File: src/rtl/alu_arb_pkg.sv
// Shared definitions for the two-requester ALU arbiter.
//   - arb_state_e : controller states (IDLE, EXEC, RESP)
//   - REQ0/REQ1   : requester identifiers as carried on rsp_id_o
//   - DEF_WIDTH/DEF_OPW : default operand and opcode widths
//   - OP_ADD/OP_SUB     : opcodes understood by the reference ALU in the bench
//   - CNT_W       : width of the latency counter (covers ALU_LAT up to 15)
package alu_arb_pkg;

    typedef enum logic [1:0] {
        ST_IDLE = 2'd0,
        ST_EXEC = 2'd1,
        ST_RESP = 2'd2
    } arb_state_e;

    localparam logic REQ0 = 1'b0;
    localparam logic REQ1 = 1'b1;

    localparam int DEF_WIDTH = 8;
    localparam int DEF_OPW   = 3;

    localparam logic [2:0] OP_ADD = 3'b000;
    localparam logic [2:0] OP_SUB = 3'b001;

    localparam int CNT_W = 4;

endpackage

File: src/rtl/rr_arbiter2.sv
// Two-way round-robin grant logic, purely combinational.
//   valid0_i/valid1_i : requests
//   en_i              : grants are only issued while enabled
//   ptr_i             : requester that wins when both request
//   grant0_o/grant1_o : one-hot or zero grant
//   ptr_next_o        : pointer after this cycle's grant (the loser gets priority)
module rr_arbiter2
    import alu_arb_pkg::*;
(
    input  logic valid0_i,
    input  logic valid1_i,
    input  logic en_i,
    input  logic ptr_i,
    output logic grant0_o,
    output logic grant1_o,
    output logic ptr_next_o
);

    logic g0;
    logic g1;

    always_comb begin
        g0 = en_i & valid0_i & (~valid1_i | (ptr_i == REQ0));
        g1 = en_i & valid1_i & (~valid0_i | (ptr_i == REQ1));

        ptr_next_o = ptr_i;
        if (g0) begin
            ptr_next_o = REQ1;
        end else if (g1) begin
            ptr_next_o = REQ0;
        end

        grant0_o = g0;
        grant1_o = g1;
    end

endmodule

File: src/rtl/alu_arbiter.sv
// Shares one combinational ALU between two requesters.
// An accepted operation is registered onto alu_*_o, held for ALU_LAT cycles,
// and the ALU result is captured into a single tagged response channel.
//   clk, reset              : clock, synchronous active-high reset
//   reqN_valid_i/ready_o    : request handshake (ready is combinational from valids)
//   reqN_a_i/b_i/op_i       : request operands and opcode
//   alu_a_o/b_o/op_o        : registered operands driven to the ALU
//   alu_res_i               : ALU result
//   rsp_valid_o/ready_i     : response handshake
//   rsp_data_o, rsp_id_o    : captured result and issuing requester
//   busy_o                  : high whenever the controller is not idle
module alu_arbiter
    import alu_arb_pkg::*;
#(
    parameter int WIDTH   = DEF_WIDTH,
    parameter int OPW     = DEF_OPW,
    parameter int ALU_LAT = 1
) (
    input  logic             clk,
    input  logic             reset,
    input  logic             req0_valid_i,
    output logic             req0_ready_o,
    input  logic [WIDTH-1:0] req0_a_i,
    input  logic [WIDTH-1:0] req0_b_i,
    input  logic [OPW-1:0]   req0_op_i,
    input  logic             req1_valid_i,
    output logic             req1_ready_o,
    input  logic [WIDTH-1:0] req1_a_i,
    input  logic [WIDTH-1:0] req1_b_i,
    input  logic [OPW-1:0]   req1_op_i,
    output logic [WIDTH-1:0] alu_a_o,
    output logic [WIDTH-1:0] alu_b_o,
    output logic [OPW-1:0]   alu_op_o,
    input  logic [WIDTH-1:0] alu_res_i,
    output logic             rsp_valid_o,
    input  logic             rsp_ready_i,
    output logic [WIDTH-1:0] rsp_data_o,
    output logic             rsp_id_o,
    output logic             busy_o
);

    // Counter value on the final EXEC cycle, i.e. when the result is sampled.
    localparam logic [CNT_W-1:0] LAST_CNT = CNT_W'(ALU_LAT - 1);

    arb_state_e       state_q, state_d;
    logic             ptr_q, ptr_d;
    logic [CNT_W-1:0] cnt_q, cnt_d;
    logic             id_q, id_d;
    logic [WIDTH-1:0] alu_a_q, alu_a_d;
    logic [WIDTH-1:0] alu_b_q, alu_b_d;
    logic [OPW-1:0]   alu_op_q, alu_op_d;
    logic             rsp_valid_q, rsp_valid_d;
    logic [WIDTH-1:0] rsp_data_q, rsp_data_d;
    logic             rsp_id_q, rsp_id_d;
    logic             busy_q, busy_d;

    logic             grant0;
    logic             grant1;
    logic             ptr_nxt;

    // Grants are only possible in IDLE, so the grants double as the readies.
    rr_arbiter2 u_rr (
        .valid0_i   (req0_valid_i),
        .valid1_i   (req1_valid_i),
        .en_i       (state_q == ST_IDLE),
        .ptr_i      (ptr_q),
        .grant0_o   (grant0),
        .grant1_o   (grant1),
        .ptr_next_o (ptr_nxt)
    );

    assign req0_ready_o = grant0;
    assign req1_ready_o = grant1;

    always_comb begin
        state_d     = state_q;
        ptr_d       = ptr_q;
        cnt_d       = cnt_q;
        id_d        = id_q;
        alu_a_d     = alu_a_q;
        alu_b_d     = alu_b_q;
        alu_op_d    = alu_op_q;
        rsp_valid_d = rsp_valid_q;
        rsp_data_d  = rsp_data_q;
        rsp_id_d    = rsp_id_q;

        unique case (state_q)
            ST_IDLE: begin
                if (grant0 | grant1) begin
                    state_d  = ST_EXEC;
                    ptr_d    = ptr_nxt;
                    cnt_d    = '0;
                    id_d     = grant1 ? REQ1 : REQ0;
                    alu_a_d  = grant1 ? req1_a_i  : req0_a_i;
                    alu_b_d  = grant1 ? req1_b_i  : req0_b_i;
                    alu_op_d = grant1 ? req1_op_i : req0_op_i;
                end
            end
            ST_EXEC: begin
                cnt_d = cnt_q + 1'b1;
                if (cnt_q == LAST_CNT) begin
                    state_d     = ST_RESP;
                    rsp_valid_d = 1'b1;
                    rsp_data_d  = alu_res_i;
                    rsp_id_d    = id_q;
                end
            end
            ST_RESP: begin
                if (rsp_ready_i) begin
                    state_d     = ST_IDLE;
                    rsp_valid_d = 1'b0;
                end
            end
            default: begin
                state_d = ST_IDLE;
            end
        endcase

        busy_d = (state_d != ST_IDLE);
    end

    always_ff @(posedge clk) begin
        if (reset) begin
            state_q     <= ST_IDLE;
            ptr_q       <= REQ0;
            cnt_q       <= '0;
            id_q        <= REQ0;
            alu_a_q     <= '0;
            alu_b_q     <= '0;
            alu_op_q    <= '0;
            rsp_valid_q <= 1'b0;
            rsp_data_q  <= '0;
            rsp_id_q    <= REQ0;
            busy_q      <= 1'b0;
        end else begin
            state_q     <= state_d;
            ptr_q       <= ptr_d;
            cnt_q       <= cnt_d;
            id_q        <= id_d;
            alu_a_q     <= alu_a_d;
            alu_b_q     <= alu_b_d;
            alu_op_q    <= alu_op_d;
            rsp_valid_q <= rsp_valid_d;
            rsp_data_q  <= rsp_data_d;
            rsp_id_q    <= rsp_id_d;
            busy_q      <= busy_d;
        end
    end

    assign alu_a_o     = alu_a_q;
    assign alu_b_o     = alu_b_q;
    assign alu_op_o    = alu_op_q;
    assign rsp_valid_o = rsp_valid_q;
    assign rsp_data_o  = rsp_data_q;
    assign rsp_id_o    = rsp_id_q;
    assign busy_o      = busy_q;

endmodule

File: config.mk
export PLATFORM = sky130hd
export DESIGN_NAME = alu_arbiter
export DESIGN_NICKNAME = d
export VERILOG_FILES = /design/src/rtl/alu_arb_pkg.sv /design/src/rtl/rr_arbiter2.sv /design/src/rtl/alu_arbiter.sv
export SDC_FILE = /design/constraint.sdc
export NUM_CORES = 1
export LEC_CHECK = 0
export ABC_AREA = 0
export CAP_MARGIN = 20
export CORE_UTILIZATION = 42
export DETAILED_ROUTE_END_ITERATION = 7
export PLACE_DENSITY = 0.83
export SLEW_MARGIN = 20
export SYNTH_ARGS = -nofsm -noshare
export SYNTH_HDL_FRONTEND = slang
export SYNTH_HIERARCHICAL = 1
export SYNTH_SLANG_ARGS = --single-unit
File: constraint.sdc
create_clock -name clk -period 2.66 [get_ports clk]
set_clock_uncertainty 0.05 [all_clocks]
set_input_delay 0.399 -clock clk [delete_from_list [all_inputs] [get_ports clk]]
set_output_delay 0.399 -clock clk [all_outputs]
set_load 0.1 [all_outputs]
; Yosys cells after proc, flatten, opt, wreduce, memory -nomap -nowiden
; Cells that the tools add are included.
[totals]
output_inout_bits = 32
in_bits = 51
reg_bits = 38
elab_cells = 53
[op_classes]
bitwise = 10
eq_ne = 5
n_mux = 15
n_addsub = 1
n_reduce_logical = 11
[op_table]
columns = op, count
row1 = $mux W8, 2
row2 = $pmux W4 S2, 1
row3 = $reduce_bool A2 Y1, 4
row4 = $mux W2, 3
row5 = $ne A2 B2 Y1 const B, 3
row6 = $pmux W2 S3, 1
row7 = $reduce_and A2 Y1, 3
row8 = $reduce_and A3 Y1, 2
row9 = $mux W1, 5
row10 = $add A4 B1 Y4 const B, 1
row11 = $and A1 B1 Y1, 4
row12 = $logic_not A4 Y1, 1
row13 = $mux W4, 1
row14 = $mux W3, 1
row15 = $not A1 Y1, 3
row16 = $or A1 B1 Y1, 3
row17 = $eq A2 B1 Y1 const B, 1
row18 = $eq A2 B2 Y1 const B, 1
row19 = $logic_not A2 Y1, 1
row20 = $pmux W1 S2, 1

; Depth between registers and ports, before layout
; Gate-level depths: netlist of run 1.
[logic_depth]
depth_word = 7
ltp_mapped = 10

; Cells and area by module
; The synthesis of run 1 kept the hierarchy.
[by_module_without_submodules]
columns = mod, instances, area_each_um2, seq_area_each_um2, cells_each
row1 = alu_arbiter, 1, 1888.1, 760.7, 184
row2 = rr_arbiter2, 1, 36.3, 0.0, 7

; Worst setup path before layout of run 1
; OpenSTA, ideal clock, no wires.
[synth_timing]
kind = reg2reg
from = reg state_q[0]
to = reg alu_a_q[0], in the netlist alu_a_o[0]
period_less_slack_ns = 3.541
path_slack_ns = -0.881
t_arrival_ns = 3.345
path_stages_with_launch = 11
path_buffers = 3
t_required_ns = 2.464
cell_sequence = dfxtp_1 or2_1 buf_6 clkinv_4 buf_12 nand2_1 a21oi_1 nor2_2 nor2_8 buf_6 a211oi_2
[synth_via]
elab_chain_len = 5
[synth_lines]
columns = element, line
row1 = from (decl), alu_arbiter.sv:45  ; arb_state_e state_q, state_d;
row2 = from (signal assigned), alu_arbiter.sv:136  ; state_q <= state_d;
row3 = $logic_not A2 Y1 (*), alu_arbiter.sv:65  ; .en_i (state_q == ST_IDLE),
row4 = $and A1 B1 Y1 (*) (2 in a row), rr_arbiter2.sv:24  ; g1 = en_i & valid1_i & (~valid0_i | (ptr_i == REQ1));
row5 = net req1_ready_o, alu_arbiter.sv:27  ; output logic req1_ready_o,
row6 = $or A1 B1 Y1, alu_arbiter.sv:89  ; if (grant0 | grant1) begin
row7 = $reduce_and A2 Y1 (no line), -
row8 = to (signal assigned), alu_arbiter.sv:140  ; alu_a_q <= alu_a_d;
row9 = to (decl), alu_arbiter.sv:49  ; logic [WIDTH-1:0] alu_a_q, alu_a_d;
; The timed path passes the listed nets; every way through them passes the cells marked *.
; A chain may end at the register's enable or synchronous reset.

; Final worst setup path of run 1
[layout_timing]
from = reg state_q[0]
to = out req1_ready_o
[layout_via]
elab_chain_len = 3
[layout_lines]
columns = element, line
row1 = $logic_not A2 Y1, alu_arbiter.sv:65
row2 = $and A1 B1 Y1 (2 in a row), rr_arbiter2.sv:24
row3 = to (decl), alu_arbiter.sv:27
; No other way between the ends.

==> results of run 1 <==
[cells in the final DEF (no fill, tap or decap), types with 3 or more instances in the layout]
cell type	count
a21oi_1	19
nand3b_1	3
nand2_1	8
clkdlybuf4s50_1	49
a31oi_1	3
buf_4	33
o21ai_1	9
buf_12	3
nand3_1	4
a211oi_2	16
mux2i_1	19
a21oi_2	17
o211ai_1	4
clkbuf_8	5
nand4_1	9
dfxtp_1	38
inv_1	4
a211oi_1	3
[layout make-up]
| type | instances | share of cell area, % |
|---|---|---|
| Clock buffer | 7 | 2.73 |
| Clock inverter | 1 | 1.07 |
| Inverter | 5 | 0.851 |
| Multi-Input combinational cell | 131 | 37.0 |
| Sequential cell | 38 | 27.2 |
| Tap cell | 52 | 2.33 |
| Timing Repair Buffer | 86 | 28.8 |
[metal layers]
metal	wire [um]	up-vias	GRT usage, %
met5	0	-	0
met4	45	0	6.67
met3	251	4	5.09
met2	2170	54	30.5
met1	2030	806	25.1
li1	-	859	-
[kinds of logic after synthesis]
logic type / Yosys count
compound gates: 75
flops: 38
simple gates: 35
mux: 19
fa+ha+maj: 2
buf+inv: 22
[sequential cells by signal (all words and copies together), names as in the netlist]
signal	cells
alu_b_o	8
rsp_valid_o	1
busy_o	1
ptr_q	1
rsp_data_o	8
rsp_id_o	1
cnt_q	4
alu_a_o	8
state_q	2
alu_op_o	3
id_q	1
[worst max path at each step]
stage | from | end | slack [ps] | cells past startpoint
2_1_floorplan | state_q[0] | alu_b_o[1] | 220 | 9
3_3_place_gp | state_q[1] | alu_a_o[3] | 350 | 8
3_5_place_dp | state_q[1] | alu_a_o[3] | 270 | 8
4_1_cts | state_q[1] | req1_ready_o | 200 | 6
5_1_grt | state_q[0] | alu_a_o[4] | 60 | 8
6_report | state_q[0] | req1_ready_o | 210 | 6
[worst reg2reg max path: cells and delay by family (launching register included)]
kind                   cells  cell delay (ps)
buffers and inverters      2              510
flip-flops                 1              380
AO/OA/AOI/OAI              2              280
AND/OR/NAND/NOR            4             1100
[power by group through the flow]
stage               clock (mW)  sequential (mW)  combinational, mW
detailed placement           0            0.792               1.79
CTS                      0.487            0.780               1.79
global placement             0            0.791               1.77
floorplan                    0             1.56              0.702
global route             0.517            0.796               1.86
finish                   0.473            0.780               1.78
[per-stage QoR]
stage / area (sq um) / total power [mW]
6_report: 2790 / 3.03
2_1_floorplan: 1950 / 2.26
3_3_place_gp: 2690 / 2.56
3_5_place_dp: 2690 / 2.58
5_1_grt: 2790 / 3.17
4_1_cts: 2790 / 3.06
==> metrics, run 1 <==
Seq cells post-synth=38; DRC errors left=0; fraction of registers with async set or reset after synthesis=0%; WHS Endpoint=rsp_valid_o; ANT cells=0; CTS tree=done; FP Rows=24; Worst Path Max Fanout=25; Post-Synth XOR/XNOR Area=0%; Mapped Cells=between 150 and 200; Hold Path Origin=rsp_valid_o; Final Max Slew Viols=0; main combinational cell family by area after synthesis=compound AO/OA/AOI/OAI gates; reg2reg start=state_q[0]; placed cells=approximately 310; Bufs and invs on worst path=3; RSZ-0062 raised after global routing=false; fin crit share=92.3%; largest cells by area after synthesis=dfxtp_1 (40%), a211oi_2 (10%), mux2i_1 (9.9%); Core Area=4380 sq um; via count=1,723; worst hold stages=2; max_slew headroom=43.3%; CP max stage delay=410 ps; r2r worst-path depth=8; die height=69.7 um; CTS resizes=0; Finished Layout Cells=320; grt total ovfl=0; Yosys cell types=30; Worst path slowest cell=or2_1; area of the multi-input gates=1030 sq um; total global-route track usage=19.2%; Clock Tree Buf Depth=2; Pleak=1.03 nW; area share of the largest cell type after synthesis=about 40%; pwr/cell area=~1100 nW/um^2; maxcap violations=0; Startpoint Class=flop; Post-Place Worst Slack=270 ps; flop2flop setup slack=260 ps; iteration count of the initial detailed-routing pass=4; Peak Freq=407 MHz; Psw=1.57 mW; mux cell area share after synthesis=9.88%; register area=about 760 sq um; number of nets with antenna violations after routing=0; setup TNS=0 ps; Req. time, crit path=2210 ps; sw frac=51.8%; Layout Area Growth over Synthesis=45.2%; ys flop type=dfxtp_1; top-count cell post-synth=dfxtp_1; Final min period=~2500 ps; status=complete, no violations; first-pass GRT wire length=~7500 um; Net Count, Synth=244; Worst-Skew Late Latency=280 ps; vias per inst=5.38; Root Driver=clkbuf_8; sequential share of power=around a quarter; Reg clk slew, reported paths=70 ps; routed len/inst=14.0 um; Ports=a little over 80; CP Data Arrival Time=roughly 2000 ps; CTS Buf Count=5; register area share after synthesis=39.5%; nets=320; largest net degree at the start of global routing=39; Worst Hold Class=flop to flop; die span in x=~70 um; Setup CP Type=flop to output pin; final hold vios=0; clk sinks=38; # fillers=364; Yosys warnings=6; CP Cell Sequence=or2_1 -> clkinv_4 -> nand2_1 -> a21oi_4 -> buf_4 -> buf_12; Pint=between 1 and 1.5 mW; DRT Wirelength=4490 um; Starting DRT DRC Count=100; post-synthesis cell area=1920 sq um; r2r endpoint=alu_a_o[4]; Final setup viols=0; Core Util, Final=about 64%; setup ws final=between 200 and 250 ps; share of cells above drive strength 1=roughly 30%; Mean Syn Cell Area=10.1 sq um; dpl hpwl=roughly 3200 um; combinational power share=58.7%; Starting Density=between 40% and 50%; area share of and/or/nand/nor cells after synthesis=11.2%; worst hold margin=slightly above 400 ps; largest area contributor in the netlist=dfxtp_1; post-CTS setup buffer count=0; share of power burned in the clock network=15.6%; post-synthesis adder-cell area fraction=between 1 and 1.5%; worst-margin pin slew=850 ps; hold buffers post-CTS=0; complex-gate fraction of the synthesized area=30.2%; Peak VDD IR=between 500 and 600 uV; EDFF count, synth=0; vias in the first global route=1,618; CP delay by family, top=buffers and inverters; ranking of synthesized cells by instance count=dfxtp_1 (38), a21oi_1 (21), mux2i_1 (19); Critical Path End Type=output pin; antenna violations before repair=0; Final GP Congestion=0.717; buffers added on ports=82; full die area=4860 sq um; htree depth=2
(Power assumes the default switching activity.)
==> run 2, diff against run 1 <==
- CORE_UTILIZATION: 42 -> 35
- PLACE_DENSITY: 0.83 -> 0.71
==> run 2 against run 1 <==
Final cell count up 5.6%. Sequential power about the same. Register-to-register slack better by 80 ps. Total power down 1.8%. Largest cell class unchanged. Largest power group unchanged.
==> metrics, run 2 (same netlist as run 1, synthesis figures left out) <==
Starting Density=37.0%; worst-margin pin slew=879 ps; CTS resizes=0; total power=~3 mW; vias in the first global route=1,694; Startpoint Class=flop; pwr/cell area=1060 nW/um^2; ANT cells=0; die span in x=between 70 and 80 um; # fillers=481; post-CTS setup buffer count=0; Layout Area Growth over Synthesis=45.6%; Pint=~1.4 mW; status=complete, no violations; combinational power share=between 60% and 70%; Ports=83; max_slew headroom=approximately two fifths; clk sinks=38; nets=320; worst hold stages=2; Starting DRT DRC Count=116; first-pass GRT wire length=about 8000 um; total global-route track usage=~17%; dpl hpwl=3260 um; maxcap violations=0; Final Max Slew Viols=0; Hold Path Origin=rsp_valid_o; reg2reg start=state_q[1]; antenna violations before repair=0; Psw=1.59 mW; most common cell after layout, fill and taps aside=clkdlybuf4s50_1; number of nets with antenna violations after routing=0; hold buffers post-CTS=0; Worst Path Max Fanout=25; vias per inst=5.08; Peak VDD IR=616 uV; DRT Wirelength=between 4000 and 5000 um; RSZ-0062 raised after global routing=false; r2r worst-path depth=7; sequential share of power=26.2%; setup TNS=0 ps; largest net degree at the start of global routing=39; design area=2800 sq um; buffers added on ports=just over 80; area after detailed placement=around 2700 sq um; Final setup viols=0; via count=about 1,700; CTS Buf Count=5; share of cells above drive strength 1=31.0%; htree depth=2; routed len/inst=14.0 um; Root Driver=clkbuf_8; sw frac=a little over half; Peak Freq=406 MHz; CTS tree=done; Setup CP Type=flop to output pin; Worst Hold Class=flop to flop; Final GP Congestion=0.759; Req. time, crit path=2210 ps; fin crit share=92.7%; r2r endpoint=alu_a_o[2]; WHS Endpoint=rsp_valid_o; Final min period=2470 ps; DRC errors left=0; most frequent cells in the layout=clkdlybuf4s50_1 (49), dfxtp_1 (38), buf_4 (33); Core Util, Final=between 50% and 60%; Pleak=1.02 nW; CP Data Arrival Time=2020 ps; iteration count of the initial detailed-routing pass=4; die height=roughly 76 um; Worst-Skew Late Latency=roughly 290 ps; final hold vios=0; grt total ovfl=0; share of power burned in the clock network=13.7%; FP Rows=26; Critical Path End Type=output pin; flop2flop setup slack=340 ps; full die area=5800 sq um; Core Area=5200 sq um; Reg clk slew, reported paths=approximately 70 ps; Clock Tree Buf Depth=2
-- run 2: changes by cell type in the layout (fill, tap and decap cells not counted), sizes merged --
cell / change
bufinv: -1
clkinv: +1
-- run 2: power groups by stage --
stage | sequential (mW) | clock (mW) | combinational, mW
floorplan | 1.56 | 0 | 0.702
global placement | 0.791 | 0 | 1.78
detailed placement | 0.793 | 0 | 1.80
CTS | 0.782 | 0.419 | 1.80
global route | 0.797 | 0.441 | 1.88
finish | 0.781 | 0.408 | 1.79
-- run 2: area by class of cell --
type	count	area, sq um	area share, %
well taps	70	87.6	3.13
repair buffers	86	803	28.7
flip-flops and latches	38	761	27.2
multi-input cells	131	1030	36.9
clock inverters	1	5.00	0.179
clock buffers	7	86.3	3.08
inverters	5	23.8	0.849
-- run 2: per-stage QoR --
| stage | instances | hold WS [ps] | setup slack, ps |
|---|---|---|---|
| after floorplan | 191 | 393 | 224 |
| after global placement | 330 | 398 | 427 |
| after detailed placement | 330 | 401 | 360 |
| after CTS | 338 | 425 | 176 |
| after global routing | 338 | 456 | 37.3 |
| final | 338 | 425 | 194 |
-- run 2: critical path: stages, from the launching register on --
cell and delay, ps:
dfxtp_1 360, or2_1 410, clkinv_4 330, nand2_1 210, a21oi_4 60, buf_4 180
buf_12 170
-- run 2: how the worst max path moves through the flow --
| stage | depth (start not counted) | to | slack [ps] | from |
|---|---|---|---|---|
| after floorplan | 9 | alu_b_o[1] | 220 | state_q[0] |
| after global routing | 6 | req1_ready_o | 40 | state_q[1] |
| after global placement | 8 | alu_a_o[4] | 430 | state_q[1] |
| after detailed placement | 8 | alu_a_o[2] | 360 | state_q[1] |
| final | 6 | req1_ready_o | 190 | state_q[1] |
| after CTS | 6 | req1_ready_o | 180 | state_q[1] |
-- run 2: metal layers --
layer	track usage (%)	wire [um]	vias up
li1	-	-	862
met1	20.8	2150	788
met2	29.4	2230	60
met3	4.07	287	7
met4	6.92	85	0
met5	0	0	-
